$ cat src/rtl/mux_scan_nx1.sv
// Registered N-to-1 multiplexer: manual channel select, or a scan that holds each channel DWELL
// enabled cycles. Define MUX_SCAN_MASK_EN to add ch_mask_i, which removes channels from use.
module mux_scan_nx1 #(
    parameter int unsigned WIDTH    = 8,
    parameter int unsigned CHANNELS = 8,
    parameter int unsigned SEL_W    = 3,
    parameter int unsigned DWELL    = 4
) (
    input  logic                      clk_i,
    input  logic                      rst_i,
    input  logic [WIDTH*CHANNELS-1:0] din_i,
    input  logic                      en_i,
    input  logic                      mode_i,
    input  logic [SEL_W-1:0]          sel_i,
`ifdef MUX_SCAN_MASK_EN
    input  logic [CHANNELS-1:0]       ch_mask_i,
`endif
    output logic [WIDTH-1:0]          out_o,
    output logic                      out_valid_o,
    output logic [SEL_W-1:0]          cur_sel_o,
    output logic                      wrap_o
);

    localparam int unsigned DwellW = (DWELL > 1) ? $clog2(DWELL) : 1;

    typedef enum logic [1:0] {StIdle, StManual, StScan} state_e;

    state_e              state_q, state_d;
    logic [SEL_W-1:0]    ptr_q, ptr_d;
    logic [DwellW-1:0]   dwell_q, dwell_d;
    logic [WIDTH-1:0]    out_q, out_d;
    logic                valid_q, valid_d;
    logic [SEL_W-1:0]    cur_sel_q, cur_sel_d;
    logic                wrap_q, wrap_d;
    logic                pend_q, pend_d;

    logic [CHANNELS-1:0] mask;
    logic [WIDTH-1:0]    chan [CHANNELS];
    logic [SEL_W-1:0]    first_idx, nxt_idx, cand, scan_ptr;
    logic [DwellW-1:0]   scan_dwell;
    logic                nxt_found, all_masked, sel_ok;

`ifdef MUX_SCAN_MASK_EN
    assign mask = ch_mask_i;
`else
    assign mask = '0;
`endif

    assign all_masked = &mask;

    always_comb begin
        for (int k = 0; k < CHANNELS; k++) begin
            chan[k] = din_i[k*WIDTH +: WIDTH];
        end
    end

    // A fresh scan starts at the lowest usable channel with an empty dwell count.
    always_comb begin
        first_idx = '0;
        for (int k = CHANNELS - 1; k >= 0; k--) begin
            if (!mask[k]) begin
                first_idx = SEL_W'(k);
            end
        end
        scan_ptr   = (state_q == StScan) ? ptr_q : first_idx;
        scan_dwell = (state_q == StScan) ? dwell_q : '0;
    end

    // Next usable channel in ascending order, wrapping; falls back to scan_ptr if none.
    always_comb begin
        nxt_idx   = scan_ptr;
        nxt_found = 1'b0;
        cand      = '0;
        for (int i = 1; i <= CHANNELS; i++) begin
            cand = SEL_W'((32'(scan_ptr) + 32'(i)) % CHANNELS);
            if (!nxt_found && !mask[cand]) begin
                nxt_found = 1'b1;
                nxt_idx   = cand;
            end
        end
    end

    assign sel_ok = (32'(sel_i) < CHANNELS) && !mask[sel_i];

    always_comb begin
        state_d   = state_q;
        ptr_d     = ptr_q;
        dwell_d   = dwell_q;
        out_d     = out_q;
        cur_sel_d = cur_sel_q;
        valid_d   = 1'b0;
        wrap_d    = 1'b0;
        pend_d    = pend_q;
        if (en_i) begin
            if (!mode_i) begin
                state_d   = StManual;
                ptr_d     = '0;
                dwell_d   = '0;
                pend_d    = 1'b0;
                cur_sel_d = sel_i;
                out_d     = sel_ok ? chan[sel_i] : '0;
                valid_d   = sel_ok;
            end else begin
                state_d = StScan;
                pend_d  = 1'b0;
                if (all_masked) begin
                    out_d = '0;
                end else begin
                    out_d     = chan[scan_ptr];
                    cur_sel_d = scan_ptr;
                    valid_d   = 1'b1;
                    // The sweep-complete pulse lands alongside the first channel of the new sweep.
                    wrap_d    = pend_q;
                    if (32'(scan_dwell) == DWELL - 1) begin
                        dwell_d = '0;
                        ptr_d   = nxt_idx;
                        pend_d  = (nxt_idx <= scan_ptr);
                    end else begin
                        dwell_d = scan_dwell + 1'b1;
                        ptr_d   = scan_ptr;
                    end
                end
            end
        end
    end

    always_ff @(posedge clk_i or posedge rst_i) begin
        if (rst_i) begin
            state_q   <= StIdle;
            ptr_q     <= '0;
            dwell_q   <= '0;
            out_q     <= '0;
            valid_q   <= 1'b0;
            cur_sel_q <= '0;
            wrap_q    <= 1'b0;
            pend_q    <= 1'b0;
        end else begin
            state_q   <= state_d;
            ptr_q     <= ptr_d;
            dwell_q   <= dwell_d;
            out_q     <= out_d;
            valid_q   <= valid_d;
            cur_sel_q <= cur_sel_d;
            wrap_q    <= wrap_d;
            pend_q    <= pend_d;
        end
    end

    assign out_o       = out_q;
    assign out_valid_o = valid_q;
    assign cur_sel_o   = cur_sel_q;
    assign wrap_o      = wrap_q;

endmodule
$ cat config.mk
export PLATFORM = sky130hd
export DESIGN_NAME = mux_scan_nx1
export DESIGN_NICKNAME = d
export VERILOG_FILES = /design/src/rtl/mux_scan_nx1.sv
export SDC_FILE = /design/constraint.sdc
export NUM_CORES = 1
export LEC_CHECK = 0
export ABC_AREA = 1
export CAP_MARGIN = 30
export CORE_MARGIN = 1
export CORE_UTILIZATION = 40
export DETAILED_ROUTE_END_ITERATION = 8
export PLACE_DENSITY = 0.82
export REMOVE_ABC_BUFFERS = 1
export SYNTH_ARGS = -nofsm -noshare
export SYNTH_HDL_FRONTEND = slang
export SYNTH_SLANG_ARGS = --single-unit
$ cat constraint.sdc
create_clock -name clk_i -period 2 [get_ports clk_i]
set_input_delay 0.3 -clock clk_i [delete_from_list [all_inputs] [get_ports clk_i]]
set_output_delay 0.3 -clock clk_i [all_outputs]
set_load 0.01 [all_outputs]
==> summary.md, run 1 <==
| Metric | Value |
|---|---|
| Status | `completed` |
| Total chip power | `1240 µW` |
| Summed negative setup slack over all endpoints | `0 ns` |
| Detailed-route wire length | `7200 µm` |
| Residual DRC count | `0` |
| Stage delay of the slowest cell on the critical path | `0.40 ns` |
| Half-perimeter wire length of the detailed placement result | `5070 µm` |
| Launching point of the worst reg2reg path | `state_q[0]` |
| Commonest non-fill, non-tap cell in the layout | `nand2_1` |
| Critical path cell sequence | `inv_1, nand2_1, nor2_1, ha_1, nand4_1, nand3_1, o221ai_1` |
| Number of synthesized register bits | `21` |
| Switching Fraction | `30.6%` |
| Final Non-Filler Cells | `545` |
| CTS tree | `yes` |
| Placed cells | `541` |
| Netlist area before placement | `2190 µm²` |
| Async set-or-reset flop fraction in the synthesized netlist | `100%` |
| Total grt overflow | `0` |
| Clock slew at the register clock pins of the worst setup and hold paths | `~0.080 ns` |
| H-tree lvl count | `1` |
| Syn avg cell area | `5.50 µm²` |
| Fraction of the yosys area taken by sequential cells | `23.9%` |
| Int Pwr | `~860 µW` |
| TritonCTS Buffers | `3` |
| Post-CTS Resized | `0` |
| Power density over the cells | `395 nW/µm²` |
| Max-cap violations | `0` |
| Clock skew after layout | `roughly 0.0042 ns` |
| Via count of the first global-routing pass | `2610` |
| Effective utilization at floorplan | `42.2%` |
| Utilization after layout | `between 60% and 70%` |
| TritonRoute pass-1 iters | `5` |
| Area growth syn-to-layout | `43.3%` |
| Element type at the critical path start | `register` |
| Pin count of the biggest net entering global routing | `34` |
| Port Buf Inserts | `83` |
| Final max-slew violation count | `0` |
| Average detailed-routed wire length per instance | `13.2 µm` |
| Sequential cell area | `526 µm²` |
| IO Pins | `84` |
| Highest-delay cell along the critical path | `dfrtp_1` |
| FILL cells | `517` |
| Post-DRT Antenna Nets | `0` |
| Core area | `between 5000 and 6000 µm²` |
| Die extent in y | `76.1 µm` |
| Root buffer cell | `clkbuf_8` |
| Net count of the finished layout | `548` |
| Detailed-route vias per instance | `slightly above 5` |
| Max Root-Sink Buffers | `2` |
| Commonest non-fill, non-tap cells in the layout | `157 x nand2_1, 88 x nand3_1, 83 x clkdlybuf4s50_1` |
| Data required time at the worst endpoint | `roughly 2.1 ns` |
| Part of the cycle the worst path needs | `a little under nine tenths` |
| Total via count in the routed design | `2829` |
| Data arrival time of the worst path | `1.85 ns` |
| Proportion of layout cells with a drive suffix above 1 | `5.68%` |
| Iteration-0 DRC Markers | `291` |
| Tmin final | `1.73 ns` |
| Number of standard-cell rows in the floorplan | `26` |
| Global router's overall resource usage | `between 20% and 30%` |
| Area share of the largest cell type after synthesis | `a little over a quarter` |
| Finished layout cell area | `3140 µm²` |
| Clock tree sinks | `21` |
| Number of enable-type register cells in the synthesized netlist | `0` |
| Startpoint of the most critical setup path | `state_q[0]` |
| Clk_lat worst skew | `0.26 ns` |
| Mapped Cells | `roughly 400` |
| LEAKAGE | `between 0.0015 and 0.002 µW` |
| Combinational share of power | `just under 40%` |
| Portion of total power attributed to the clock network | `22.5%` |
| HP Class | `in2async` |
| Buffers inserted during post-CTS setup optimization | `0` |
| Max Freq | `just under 600 MHz` |
| Maximum fanout count along the critical path | `5` |
| Primary FF master, synth | `dfrtp_1` |
| Antenna diodes | `0` |
| Worst voltage drop across the vdd grid | `roughly 0.26 mV` |
| Global placement routability congestion | `between 0.8 and 0.9` |
| Transition time at the pin with the least slew margin | `around 0.45 ns` |
| Total area of multi-input combinational cells | `about 1300 µm²` |
| Nature of the critical path endpoint | `register` |
| Proportion of power drawn by flip-flops and latches | `roughly 39%` |
| RSZ-0062 raised after global routing | `false` |
| Area enclosed by the die boundary | `between 5000 and 6000 µm²` |
| Width of the die | `approximately 76 µm` |
| Largest cells by area after synthesis | `nand2_1 27%, dfrtp_1 24%, nand3_1 20%, inv_1 9.9%, a21oi_1 3.2%` |
| Hold buffer count at CTS | `0` |
| Wire length of the first global-routing pass | `11800 µm` |
| Cell taking the most area after synthesis | `nand2_1` |
| Type of the worst setup path | `reg2reg` |
| Total setup violations reported at the end of the flow | `0` |
| Hold Violations, Final | `0` |
| Headroom to the max-slew limit | `70.1%` |
| Net Switching | `379 µW` |
| Cell area after placement | `3100 µm²` |
| Antenna violations before repair | `0` |
| Number of distinct library cell variants in the gate-level netlist after synthesis | `22` |
| Warnings, synthesis | `0` |
-- cells in the mapped netlist (2+ instances only) --
library cell  count
a21oi_1          14
buf_2            10
buf_4             2
clkbuf_1          6
dfrtp_1          21
inv_1            58
nand2_1         157
nand3_1          88
nor2_1           12
nor2_2            3
nor2_4            2
o21ai_0           6
o221ai_1          3
o22ai_1           2
or2_2             8
-- state kept, by name (all words and copies together), names as in the netlist --
| signal | flops |
|---|---|
| cur_sel_o | 3 |
| dwell_q | 2 |
| out_o | 8 |
| out_valid_o | 1 |
| pend_q | 1 |
| ptr_q | 3 |
| state_q | 2 |
| wrap_o | 1 |
-- through the flow --
| step | setup slack (ns) | hold slack (ns) |
|---|---|---|
| 6_report | 0.275 | 0.364 |
| 2_1_floorplan | 0.318 | 0.277 |
| 4_1_cts | 0.297 | 0.370 |
| 3_5_place_dp | 0.168 | 0.479 |
| 5_1_grt | 0.121 | 0.386 |
| 3_3_place_gp | 0.282 | 0.482 |
-- cell type report --
| cell class | instances | area share (%) |
|---|---|---|
| sequential | 21 | 16.7 |
| multi-input combinational | 300 | 42.9 |
| timing repair buffer | 91 | 29.1 |
| tap | 70 | 2.79 |
| clock buffer | 4 | 1.43 |
| inverter | 59 | 7.04 |
-- cells by family (layout without fill, tap and decap cells) --
family / count (synthesis) / after routing / share of synthesized area, %
buffers and inverters: 78 / 154 / 14.6
AND/OR/NAND/NOR: 273 / 273 / 54.2
adder cells (fa/ha/maj): 1 / 1 / 0.570
AO/OA/AOI/OAI: 26 / 26 / 6.73
flip-flops: 21 / 21 / 23.9
-- worst max-delay path, delay by kind of cell, from the launching register on --
| kind | cells | cell delay, ns |
|---|---|---|
| DFF | 1 | 0.40 |
| adders and majority gates | 1 | 0.24 |
| buffers and inverters | 1 | 0.10 |
| and+or+nand+nor | 4 | 0.72 |
| AOI/OAI and AO/OA | 1 | 0.12 |
-- power groups by stage --
| stage | clock (µW) | combinational [µW] | sequential [µW] |
|---|---|---|---|
| final | 279 | 478 | 484 |
| after global routing | 299 | 526 | 488 |
| after CTS | 283 | 476 | 483 |
| after detailed placement | 0 | 474 | 490 |
| after global placement | 0 | 466 | 491 |
| after floorplan | 0 | 180 | 499 |
-- path summary, 6_finish.rpt --
| check | to | cells after the start | slack (ns) |
|---|---|---|---|
| worst max-delay path | ptr_q[2] | 7 | 0.27 |
| worst min-delay path | out_o[5] | 3 | 0.36 |
| worst max register to register | ptr_q[2] | 7 | 0.27 |
| worst min register to register | cur_sel_o[0] | 2 | 0.50 |
| max in group asynchronous | state_q[1] | 3 | 1.41 |
| min in group clk_i | cur_sel_o[0] | 2 | 0.50 |
-- per-layer routing --
layer / up-vias / global-route usage (%) / wire, µm
met3: 14 / 4.55 / 599
met2: 152 / 43.4 / 3570
met4: 0 / 8.08 / 106
met5: - / 0 / 0
met1: 1261 / 30.7 / 2920
li1: 1402 / - / -
Power figures use the tool's default switching activity.
==> inputs of run 2 (changes only) <==
ABC_AREA = unset   (was 1)
PLACE_DENSITY = 0.83   (was 0.82)
==> summary.md, run 2 <==
| Metric | Value |
|---|---|
| Status | `completed (unchanged)` |
| Synth Area in Compound Gates | `24.6% (was 6.73%)` |
| Proportion of layout cells with a drive suffix above 1 | `11.4% (was 5.68%)` |
| Core area | `5110 µm² (was 5200 µm²)` |
| Area enclosed by the die boundary | `5600 µm² (was 5790 µm²)` |
| Primary FF master, synth | `dfrtp_1 (unchanged)` |
| Fraction of the yosys area taken by sequential cells | `24.7% (was 23.9%)` |
| Number of synthesized register bits | `21 (unchanged)` |
| CTS tree | `yes (unchanged)` |
| Antenna diodes | `0 (unchanged)` |
| Basic-gate share of the synthesized area counting and, or, nand and nor cells | `12.4% (was 54.2%)` |
| Post-Synth Adder-Cell Area | `0.589% (was 0.570%)` |
| Syn avg cell area | `8.74 µm² (was 5.50 µm²)` |
| Maximum fanout count along the critical path | `7 (was 5)` |
| Type of the worst setup path | `in2reg (was reg2reg)` |
| Global placement routability congestion | `0.818 (was 0.852)` |
| Max reg flops | `8 (unchanged)` |
| Fraction of synthesized cell area in xor and xnor cells | `0% (unchanged)` |
| Largest cells by area after synthesis | `dfrtp_1 25%, mux2i_1 14%, mux4_2 13%, a31oi_1 5.0%, nor2_1 4.2% (was nand2_1 27%, dfrtp_1 24%, nand3_1 20%, inv_1 9.9%, a21oi_1 3.2%)` |
| Data required time at the worst endpoint | `2.14 ns (was 2.12 ns)` |
| Via count of the first global-routing pass | `2326 (was 2610)` |
| Total setup violations reported at the end of the flow | `0 (unchanged)` |
| Data arrival time of the worst path | `1.81 ns (was 1.85 ns)` |
| Area share of the largest cell type after synthesis | `24.7% (was 26.9%)` |
| Commonest non-fill, non-tap cells in the layout | `83 x clkdlybuf4s50_1, 30 x mux2i_1, 24 x nor2_1 (was 157 x nand2_1, 88 x nand3_1, 83 x clkdlybuf4s50_1)` |
| Detailed-route vias per instance | `5.79 (was 5.19)` |
| Max Freq | `600 MHz (was 580 MHz)` |
| Root buffer cell | `clkbuf_8 (unchanged)` |
| Warnings, synthesis | `0 (unchanged)` |
| Element type at the critical path start | `input port (was register)` |
| Half-perimeter wire length of the detailed placement result | `4920 µm (was 5070 µm)` |
| Worst voltage drop across the vdd grid | `0.264 mV (was 0.258 mV)` |
| Effective utilization at floorplan | `41.6% (was 42.2%)` |
| Clk_lat worst skew | `0.26 ns (about the same)` |
| Die extent in y | `74.9 µm (was 76.1 µm)` |
| Hold buffer count at CTS | `0 (unchanged)` |
| Top cell types by occurrence after synthesis | `30 x mux2i_1, 24 x nor2_1, 22 x inv_1 (was 157 x nand2_1, 88 x nand3_1, 58 x inv_1)` |
| TritonCTS Buffers | `3 (unchanged)` |
| Total via count in the routed design | `2281 (was 2829)` |
| Dominant combinational cell family by area after synthesis | `multiplexers (was simple AND/OR/NAND/NOR gates)` |
| TritonRoute pass-1 iters | `4 (was 5)` |
| Antenna violations before repair | `0 (unchanged)` |
| Clock skew after layout | `0.00733 ns (was 0.00420 ns)` |
| HP Class | `in2async (unchanged)` |
| Global router's overall resource usage | `24.6% (was 24.8%)` |
| Wire length of the first global-routing pass | `10500 µm (was 11800 µm)` |
| Residual DRC count | `0 (unchanged)` |
| Average detailed-routed wire length per instance | `16.1 µm (was 13.2 µm)` |
| Tmin final | `1.67 ns (was 1.73 ns)` |
| Number of standard-cell rows in the floorplan | `26 (unchanged)` |
| Width of the die | `74.9 µm (was 76.1 µm)` |
| Part of the cycle the worst path needs | `83.3% (was 86.3%)` |
| Number of enable-type register cells in the synthesized netlist | `0 (unchanged)` |
| Worst Reg-to-Reg Cells | `6 (was 7)` |
| Number of distinct library cell variants in the gate-level netlist after synthesis | `40 (was 22)` |
| FILL cells | `459 (was 517)` |
| Commonest non-fill, non-tap cell in the layout | `clkdlybuf4s50_1 (was nand2_1)` |
| Async set-or-reset flop fraction in the synthesized netlist | `100% (unchanged)` |
| Post-DRT Antenna Nets | `0 (unchanged)` |
| H-tree lvl count | `1 (unchanged)` |
| Post-CTS Resized | `0 (unchanged)` |
| Total grt overflow | `0 (unchanged)` |
| Multiplexer share of the synthesized area | `26.9% (was 0%)` |
| Power density over the cells | `400 nW/µm² (was 395 nW/µm²)` |
| IO Pins | `84 (unchanged)` |
| Netlist area before placement | `2120 µm² (was 2190 µm²)` |
| Clock tree sinks | `21 (unchanged)` |
| Area growth syn-to-layout | `48.9% (was 43.3%)` |
| LEAKAGE | `0.00126 µW (was 0.00159 µW)` |
| Detailed-route wire length | `6330 µm (was 7200 µm)` |
| Nature of the critical path endpoint | `register (unchanged)` |
| Net count of the finished layout | `397 (was 548)` |
| Top-count cell post-synth | `mux2i_1 (was nand2_1)` |
| Hold Violations, Final | `0 (unchanged)` |
| Max-cap violations | `0 (unchanged)` |
| Mapped Cells | `243 (was 399)` |
| RSZ-0062 raised after global routing | `false (unchanged)` |
| Utilization after layout | `61.9% (was 60.4%)` |
| Buffers inserted during post-CTS setup optimization | `0 (unchanged)` |
| Iteration-0 DRC Markers | `163 (was 291)` |
| Worst hold-check slack | `0.371 ns (was 0.364 ns)` |
| Final max-slew violation count | `0 (unchanged)` |
| Cell taking the most area after synthesis | `dfrtp_1 (was nand2_1)` |
| Headroom to the max-slew limit | `71.7% (was 70.1%)` |
| Clock slew at the register clock pins of the worst setup and hold paths | `0.08 ns (about the same)` |
| Transition time at the pin with the least slew margin | `0.424 ns (was 0.447 ns)` |
| Port Buf Inserts | `83 (unchanged)` |
| Pin count of the biggest net entering global routing | `32 (was 34)` |
| Max Root-Sink Buffers | `2 (unchanged)` |
run 2: worst paths after layout:
check / startpoint / endpoint / slack [ns]
max: sel_i[1] / out_o[7] / 0.33
min: rst_i / out_o[3] / 0.37
max in group asynchronous: rst_i / ptr_q[0] / 1.39
min in group clk_i: dwell_q[0] / dwell_q[0] / 0.48
max reg2reg: state_q[1] / ptr_q[1] / 0.36
min reg2reg: dwell_q[0] / dwell_q[0] / 0.48
run 2: cell type report:
class                   count  area [µm²]  share of cell area, %
clock buffers               4        45.0                   1.42
flip-flops and latches     21         527                   16.7
multi-input cells         173        1370                   43.4
inverters                  23        86.3                   2.73
well taps                  70        87.6                   2.77
repair buffers            103        1040                   33.0
run 2: cells by family after synthesis:
kind of cell / after synthesis
AOI/OAI and AO/OA: 74
adders and majority gates: 1
buffers and inverters: 49
DFF: 21
muxes: 42
and+or+nand+nor: 56
run 2: power by group:
group          total (µW)  internal, µW  switching [µW]
Combinational         497           302             195
Sequential            484           460            24.6
Clock                 284           142             142
run 2: metrics by stage:
step / setup slack (ns) / total power [µW] / TNS, ns / instance area, µm² / std cells
floorplan: -0.424 / 669 / -1.77 / 1980 / 217
global placement: 0.0729 / 978 / 0 / 3120 / 390
detailed placement: 0.0203 / 988 / 0 / 3120 / 390
CTS: 0.310 / 1270 / 0 / 3160 / 394
global route: 0.248 / 1330 / 0 / 3160 / 394
finish: 0.334 / 1270 / 0 / 3160 / 394
run 2: metal layers:
metal / part of all wire (%) / global-route usage [%] / up-vias / routed length, µm
li1: - / - / 1074 / -
met1: 40 / 30.2 / 1081 / 2520
met2: 52 / 45.4 / 112 / 3270
met3: 6.6 / 1.47 / 14 / 417
met4: 1.9 / 9.01 / 0 / 121
met5: 0 / 0 / - / 0
run 2: worst max-delay path: stages:
cell and delay, ns:
clkdlybuf4s50_1 0.51, buf_12 0.14, mux4_2 0.49, mux2i_1 0.14, nor2_1 0.05, nand4b_1 0.17
==> inputs of run 3 (changes only) <==
clock period = 1.65 ns   (was 2 ns; I/O delays follow)
==> summary.md, run 3 (synthesis gave the netlist of run 2 again) <==
| Metric | Value |
|---|---|
| Data required time at the worst endpoint | `1.84 ns (was 2.14 ns)` |
| Max-cap violations | `0 (unchanged)` |
| Antenna violations before repair | `0 (unchanged)` |
| Total setup violations reported at the end of the flow | `0 (unchanged)` |
| Number of standard-cell rows in the floorplan | `26 (unchanged)` |
| Switching Fraction | `29.4% (was 28.6%)` |
| Hold Violations, Final | `0 (unchanged)` |
| Detailed-route vias per instance | `5.82 (was 5.79)` |
| Antenna diodes | `0 (unchanged)` |
| Element type at the critical path start | `register (was input port)` |
| Final Non-Filler Cells | `408 (was 394)` |
| Worst Reg-to-Reg Cells | `6 (unchanged)` |
| Launching point of the worst reg2reg path | `state_q[0] (was state_q[1])` |
| Placed cells | `404 (was 390)` |
| Global router's overall resource usage | `25.4% (was 24.6%)` |
| RSZ-0062 raised after global routing | `true (was false)` |
| Commonest non-fill, non-tap cells in the layout | `82 x clkdlybuf4s50_1, 30 x mux2i_1, 29 x buf_4 (was 83 x clkdlybuf4s50_1, 30 x mux2i_1, 24 x nor2_1)` |
| Headroom to the max-slew limit | `74.5% (was 71.7%)` |
| Half-perimeter wire length of the detailed placement result | `5200 µm (was 4920 µm)` |
| Part of the cycle the worst path needs | `95.7%` |
| Max Freq | `633 MHz` |
| Max reg flops | `8 (unchanged)` |
| LEAKAGE | `0.00134 µW (was 0.00126 µW)` |
| Worst hold-check slack | `0.317 ns (was 0.371 ns)` |
| TritonCTS Buffers | `3 (unchanged)` |
| Combinational share of power | `39.9% (was 39.3%)` |
| Wire length of the first global-routing pass | `10800 µm (was 10500 µm)` |
| Stage delay of the slowest cell on the critical path | `0.43 ns (was 0.51 ns)` |
| Cell area after placement | `3220 µm² (was 3120 µm²)` |
| Highest-delay cell along the critical path | `dfrtp_1 (was clkdlybuf4s50_1)` |
| TritonRoute pass-1 iters | `5 (was 4)` |
| Transition time at the pin with the least slew margin | `0.382 ns (was 0.424 ns)` |
| Critical path cell sequence | `nor2b_2, and2_1, ha_2, nand2_1, or4_1, o21ai_0 (was clkdlybuf4s50_1, buf_12, mux4_2, mux2i_1, nor2_1, nand4b_1)` |
| CTS tree | `yes (unchanged)` |
| Portion of total power attributed to the clock network | `22.6% (was 22.5%)` |
| H-tree lvl count | `1 (unchanged)` |
| Nature of the critical path endpoint | `register (unchanged)` |
| Post-DRT Antenna Nets | `0 (unchanged)` |
| Summed negative setup slack over all endpoints | `0 ns (unchanged)` |
| Die extent in y | `74.9 µm (unchanged)` |
| Root buffer cell | `clkbuf_8 (unchanged)` |
| Pin count of the biggest net entering global routing | `37 (was 32)` |
| Finished layout cell area | `3270 µm² (was 3160 µm²)` |
| Global placement routability congestion | `0.886 (was 0.818)` |
| Via count of the first global-routing pass | `2399 (was 2326)` |
| Effective utilization at floorplan | `41.6% (unchanged)` |
| Worst voltage drop across the vdd grid | `0.271 mV (was 0.264 mV)` |
| Proportion of power drawn by flip-flops and latches | `37.4% (was 38.3%)` |
| Maximum fanout count along the critical path | `4 (was 7)` |
| Clock skew after layout | `0.00352 ns (was 0.00733 ns)` |
| Proportion of layout cells with a drive suffix above 1 | `16.0% (was 11.4%)` |
| Clock slew at the register clock pins of the worst setup and hold paths | `0.09 ns (was 0.08 ns)` |
| Net count of the finished layout | `411 (was 397)` |
| Final max-slew violation count | `0 (unchanged)` |
| Power density over the cells | `479 nW/µm² (was 400 nW/µm²)` |
| IO Pins | `84 (unchanged)` |
| Detailed-route wire length | `6640 µm (was 6330 µm)` |
| Total via count in the routed design | `2374 (was 2281)` |
| Net Switching | `461 µW (was 361 µW)` |
| Status | `completed (unchanged)` |
| Buffers inserted during post-CTS setup optimization | `0 (unchanged)` |
| Total grt overflow | `0 (unchanged)` |
| HP Class | `in2async (unchanged)` |
| Residual DRC count | `0 (unchanged)` |
| Clk_lat worst skew | `0.26 ns (about the same)` |
| Data arrival time of the worst path | `1.77 ns (was 1.81 ns)` |
| Max Root-Sink Buffers | `2 (unchanged)` |
| Commonest non-fill, non-tap cell in the layout | `clkdlybuf4s50_1 (unchanged)` |
| Minimum setup slack among reg-to-reg paths | `0.07 ns (was 0.36 ns)` |
| Int Pwr | `1110 µW (was 904 µW)` |
| Area growth syn-to-layout | `54.2% (was 48.9%)` |
| Average detailed-routed wire length per instance | `16.3 µm (was 16.1 µm)` |
| Tmin final | `1.58 ns` |
| Port Buf Inserts | `83 (unchanged)` |
| Clock tree sinks | `21 (unchanged)` |
| Width of the die | `74.9 µm (unchanged)` |
| Type of the worst setup path | `reg2reg (was in2reg)` |
| Iteration-0 DRC Markers | `245 (was 163)` |
| Core area | `5110 µm² (unchanged)` |
| Area enclosed by the die boundary | `5600 µm² (unchanged)` |
| Worst reg2reg path endpoint | `ptr_q[1] (unchanged)` |
## run 3: changes by cell type in the layout (fill, tap and decap cells not counted), sizes merged
cell,previous run,this run
buf,20,34
clkbuf,4,3
clkdlybuf4s50,83,82
clkinv,1,2
dlymetal6s2s,0,1
## run 3: metrics by stage
stage	utilization [%]	power (µW)	setup WS (ns)
finish	64.1	1570	0.0709
global route	64.1	1640	-0.0265
CTS	64.0	1570	0.0520
detailed placement	63.1	1220	-0.246
global placement	63.1	1200	-0.201
floorplan	-	811	-0.774
## run 3: routing by layer
layer  vias to the layer above  GRT usage (%)  wire length (µm)
met5                         -              0                 0
met4                         0           9.85               181
met3                        18           2.28               409
met2                       126           46.8              3400
met1                      1124           30.3              2650
li1                       1106              -                 -
## run 3: critical path: cells and delay by family, from the launching register on
kind	cells	cell delay [ns]
simple gates	4	0.79
compound gates	1	0.08
flops	1	0.43
fa+ha+maj	1	0.21
## run 3: power groups by stage
stage | combinational (µW) | clock, µW | sequential [µW]
2_1_floorplan | 205 | 0 | 606
3_3_place_gp | 608 | 0 | 594
3_5_place_dp | 627 | 0 | 595
4_1_cts | 628 | 359 | 586
5_1_grt | 673 | 378 | 591
6_report | 626 | 355 | 588
## run 3: worst max path at each step
stage	from	endpoint	slack, ns	depth (start not counted)
floorplan	state_q[0]	ptr_q[1]	-0.77	6
global placement	sel_i[1]	out_o[7]	-0.20	6
detailed placement	sel_i[1]	out_o[0]	-0.25	6
CTS	sel_i[1]	out_o[0]	0.05	6
global route	state_q[0]	pend_q	-0.03	6
finish	state_q[0]	ptr_q[1]	0.07	6
## run 3: layout make-up
cell class / count / area (µm²)
timing repair buffer: 117 / 1150
sequential: 21 / 527
clock buffer: 3 / 41.3
fill: 448 / 1830
multi-input combinational: 173 / 1380
inverter: 23 / 86.3
tap: 70 / 87.6
clock inverter: 1 / 5.00
## run 3: repair_timing
item                       in CTS  in global routing
setup endpoints to repair       0                  7
gates resized for setup         0                  3
hold buffers                    0                  0
==> variant 1 (flow settings as in run 2) <==
The option `MUX_SCAN_MASK_EN` is turned on by a define.
--- a/src/rtl/mux_scan_nx1.sv
+++ b/src/rtl/mux_scan_nx1.sv
@@ -1,5 +1,7 @@
 // Registered N-to-1 multiplexer: manual channel select, or a scan that holds each channel DWELL
 // enabled cycles. Define MUX_SCAN_MASK_EN to add ch_mask_i, which removes channels from use.
+`define MUX_SCAN_MASK_EN
+
 module mux_scan_nx1 #(
     parameter int unsigned WIDTH    = 8,
     parameter int unsigned CHANNELS = 8,
Ports: changed (added ch_mask_i); port bits go from 84 to 92. The function was not compared with the original's and may differ.
==> variant 1 against run 2 <==
  * The run now ends with setup timing left
  * Worst setup slack got worse by 1.9 ns
  * Critical path depth up 9
  * Power up 110%
  * Design area grew 79%
  * Clock skew down 0.0033 ns
  * Via count is 100% higher
  * Area after synthesis increased by 54%
  * Routed wire length grew 130%
  * Sequential cell count unchanged
  * Combinational power grew to 3.7 times the old value
  * Critical endpoint is now pend_q
==> variant 1: results (changes against run 2) <==
| Metric | Value |
|---|---|
| RePlAce Congestion | 0.921 (+13%) |
| Synth unique cells | 71 (+78%) |
| Cells after DPL | 680 (+74%) |
| Vias in the first global route | 4,523 (+94%) |
| Layout cells sized above 1 | 39.2% (+28 points) |
| Routed wire length | 14,400 um (+130%) |
| Final nets | 696 (+75%) |
| First-pass GRT wire length | 21,400 um (+100%) |
| Setup Viol. Count Final | 12 (+12) |
| CP delay by family, top | compound AO/OA/AOI/OAI gates |
| Clock power share | 11.5% (-11 points) |
| DR vias | 4,572 (+100%) |
| Post-synth top cells | 92 x nand2_1, 35 x nor2_1, 33 x a21oi_1, 30 x nand3_1, 22 x mux4_2 |
| CP peak stage delay | 0.53 ns (+0.02 ns) |
| Post-route worst setup slack | -1.58 ns (-1.92 ns) |
| Sequential element share of the synthesized area | 16.1% (-8.7 points) |
| DP HPWL | 9650 um (+96%) |
| Failing checks | setup timing |
| Leakage | 2.38 nW (+89%) |
| Worst-skew pair later-pin latency | 0.28 ns (+0.02 ns) |
| Synth area leaders | dfrtp_1 16%, mux4_2 15%, nand2_1 11% |
| Slowest CP cell | mux4_2 |
| Routed vias/inst | 6.42 (+11%) |
| Status | complete, but fails checks |
| Fin Clk Skew | 0.00403 ns (-0.00331 ns) |
| Placed cell areas | 4890 um^2 (+57%) |
| Max-slew headroom | 66.6% (-5.1 points) |
| Comb pwr share | 69.5% (+30 points) |
| Critical path arrival | 3.75 ns (+1.94 ns) |
## variant 1: cell count changes in the layout (fill, tap and decap cells not counted), sizes merged, moves of 9 or more
cell	delta
buf	+103
mux2	+13
and3	+9
mux4	+11
mux2i	-29
inv	-13
nand2	+78
o21ai	+15
nor2	+11
a21oi	+25
nand3	+30
a311oi	+9
## variant 1: cell type report
type / instances / area, um^2
repair buffers: 214 / 1990
inverters: 11 / 58.8
well taps: 102 / 128
multi-input cells: 360 / 2900
fillers: 551 / 2160
clock buffers: 3 / 41.3
clock inverters: 1 / 5.00
flip-flops and latches: 21 / 528
## variant 1: final timing paths
| path | slack [ns] | cells past startpoint | to | startpoint |
|---|---|---|---|---|
| min | 0.37 | 3 | pend_q | rst_i |
| max reg2reg | -1.58 | 15 | pend_q | state_q[0] |
| min reg2reg | 0.51 | 1 | wrap_o | pend_q |
| max in group asynchronous | 1.38 | 3 | state_q[1] | rst_i |
| min in group clk_i | 0.51 | 1 | wrap_o | pend_q |
| max | -1.58 | 15 | pend_q | state_q[0] |
## variant 1: what timing repair did
item                                    CTS  global route
endpoints found under the setup margin   18            12
gates cloned                              2             0
pin swaps                                27            27
buffers inserted                         19             8
resized for setup                        70            47
## variant 1: cell families after synthesis
| family | after synthesis | share of synthesized area, % |
|---|---|---|
| AOI/OAI and AO/OA | 119 | 25.7 |
| xor gates and xnor gates | 3 | 1.03 |
| adders and majority gates | 6 | 2.29 |
| buffers and inverters | 45 | 6.31 |
| DFF | 21 | 16.1 |
| muxes | 37 | 21.0 |
| and+or+nand+nor | 195 | 27.6 |
## variant 1: layer usage
metal	wire [um]	GRT usage, %	vias to the layer above
li1	-	-	1970
met1	5210	36.0	2188
met2	7330	56.5	328
met3	1230	5.01	86
met4	670	14.8	0
met5	0	0	-
==> variant 2 (config.mk and constraints of run 2) <==
Without the edit above. Register the inputs `din_i`, `en_i`, `mode_i` and `sel_i` before use, with the module's reset. The logic sees them one clock later.
--- a/src/rtl/mux_scan_nx1.sv
+++ b/src/rtl/mux_scan_nx1.sv
@@ -25,6 +25,25 @@
 
     typedef enum logic [1:0] {StIdle, StManual, StScan} state_e;
 
+    logic [WIDTH*CHANNELS-1:0] din_q;
+    logic en_q;
+    logic mode_q;
+    logic [SEL_W-1:0] sel_q;
+
+    always_ff @(posedge clk_i or posedge rst_i) begin
+        if (rst_i) begin
+            din_q  <= '0;
+            en_q   <= '0;
+            mode_q <= '0;
+            sel_q  <= '0;
+        end else begin
+            din_q  <= din_i;
+            en_q   <= en_i;
+            mode_q <= mode_i;
+            sel_q  <= sel_i;
+        end
+    end
+
     state_e              state_q, state_d;
     logic [SEL_W-1:0]    ptr_q, ptr_d;
     logic [DwellW-1:0]   dwell_q, dwell_d;
@@ -50,7 +69,7 @@
 
     always_comb begin
         for (int k = 0; k < CHANNELS; k++) begin
-            chan[k] = din_i[k*WIDTH +: WIDTH];
+            chan[k] = din_q[k*WIDTH +: WIDTH];
         end
     end
 
@@ -80,7 +99,7 @@
         end
     end
 
-    assign sel_ok = (32'(sel_i) < CHANNELS) && !mask[sel_i];
+    assign sel_ok = (32'(sel_q) < CHANNELS) && !mask[sel_q];
 
     always_comb begin
         state_d   = state_q;
@@ -91,14 +110,14 @@
         valid_d   = 1'b0;
         wrap_d    = 1'b0;
         pend_d    = pend_q;
-        if (en_i) begin
-            if (!mode_i) begin
+        if (en_q) begin
+            if (!mode_q) begin
                 state_d   = StManual;
                 ptr_d     = '0;
                 dwell_d   = '0;
                 pend_d    = 1'b0;
-                cur_sel_d = sel_i;
-                out_d     = sel_ok ? chan[sel_i] : '0;
+                cur_sel_d = sel_q;
+                out_d     = sel_ok ? chan[sel_q] : '0;
                 valid_d   = sel_ok;
             end else begin
                 state_d = StScan;
Behaviour: not the same (Yosys sat finds a counterexample within 4 cycles, from zero or initial values and one cycle with rst_i high).
==> variant 2 against run 2 <==
  * Combinational power grew 3%
  * Routed wire length grew 46%
  * Power grew to 2.9 times the old value
  * Area after synthesis grew 86%
  * Sequential cell count grew 69
  * Worst setup slack lost 0.087 ns
  * Clock power grew to 4.2 times the old value
  * Design area grew 63%
  * Sequential share of layout area grew 27 points
==> variant 2: results (changes against run 2) <==
| Metric | Value |
|---|---|
| Worst-skew pair later-pin latency | 0.36 ns (+0.10 ns) |
| Fillcell total | 766 (+67%) |
| Layout cells sized above 1 | 11.1% (-0.28 points) |
| Post-synth top cells | 90 x dfrtp_1, 33 x mux2i_1, 28 x nor2_1, 21 x inv_1, 20 x a21oi_1 |
| Clock group | 0.00119 W (+320%) |
| CP delay by family, top | multiplexers |
| DP HPWL | 6630 um (+35%) |
| Slowest CP cell | mux4_2 |
| CTS H-tree depth | 3 (+2) |
| Cells after DPL | 526 (+35%) |
| Synth area leaders | dfrtp_1 57%, mux2i_1 8.4%, o221ai_1 3.3% |
| Critical path arrival | 1.99 ns (+0.18 ns) |
| WHS | 0.208 ns (-0.163 ns) |
| Largest register FFs | 64 (+56) |
| Max IR drop VDD | 0.000483 V (+83%) |
| CP peak stage delay | 0.53 ns (+0.02 ns) |
| Grt met1 use | 24.3% (-5.9 points) |
| Setup WS pre-CTS | 0.252 ns (+0.232 ns) |
| RePlAce Congestion | 0.883 (+7.9%) |
| Leakage | 2.15 nW (+71%) |
| Internal power | 0.00279 W (+210%) |
| Non-filler cells, final | 542 (+38%) |
| CTS buffer count | 9 (+6) |
| Final nets | 480 (+21%) |
| Status | finished, final reports clean |
| Max-slew headroom | 65.9% (-5.8 points) |
| Total GRT Usage | 19.6% (-5.0 points) |
| P_comb | 0.000512 W (+3%) |
==> variant 2: changes by cell type in the layout (fill, tap and decap cells not counted), sizes merged, moves of 5 or more <==
| cell | change |
|---|---|
| a221oi | -5 |
| o22a | +8 |
| clkbuf | +8 |
| dfrtp | +69 |
| o21a | -6 |
| o221ai | +7 |
| a21oi | +11 |
==> variant 2: layer usage <==
metal	vias up	routed length, um
met5	-	0
met1	1472	3740
met4	0	203
li1	1356	-
met3	20	749
met2	165	4560
==> variant 2: cells by family after synthesis <==
family                   count (synthesis)  share of synthesized area (%)
adder cells (fa/ha/maj)                  1                          0.317
flip-flops                              90                           57.0
buffers and inverters                   47                           6.05
AO/OA/AOI/OAI                           87                           16.3
AND/OR/NAND/NOR                         56                           6.62
multiplexers                            42                           13.7
==> variant 2: layout make-up <==
class	instances	area share, %
clock inverter	4	0.582
clock buffer	12	3.20
inverter	21	1.55
multi-input combinational	186	28.3
sequential	90	43.7
timing repair buffer	100	19.5
tap	129	3.13
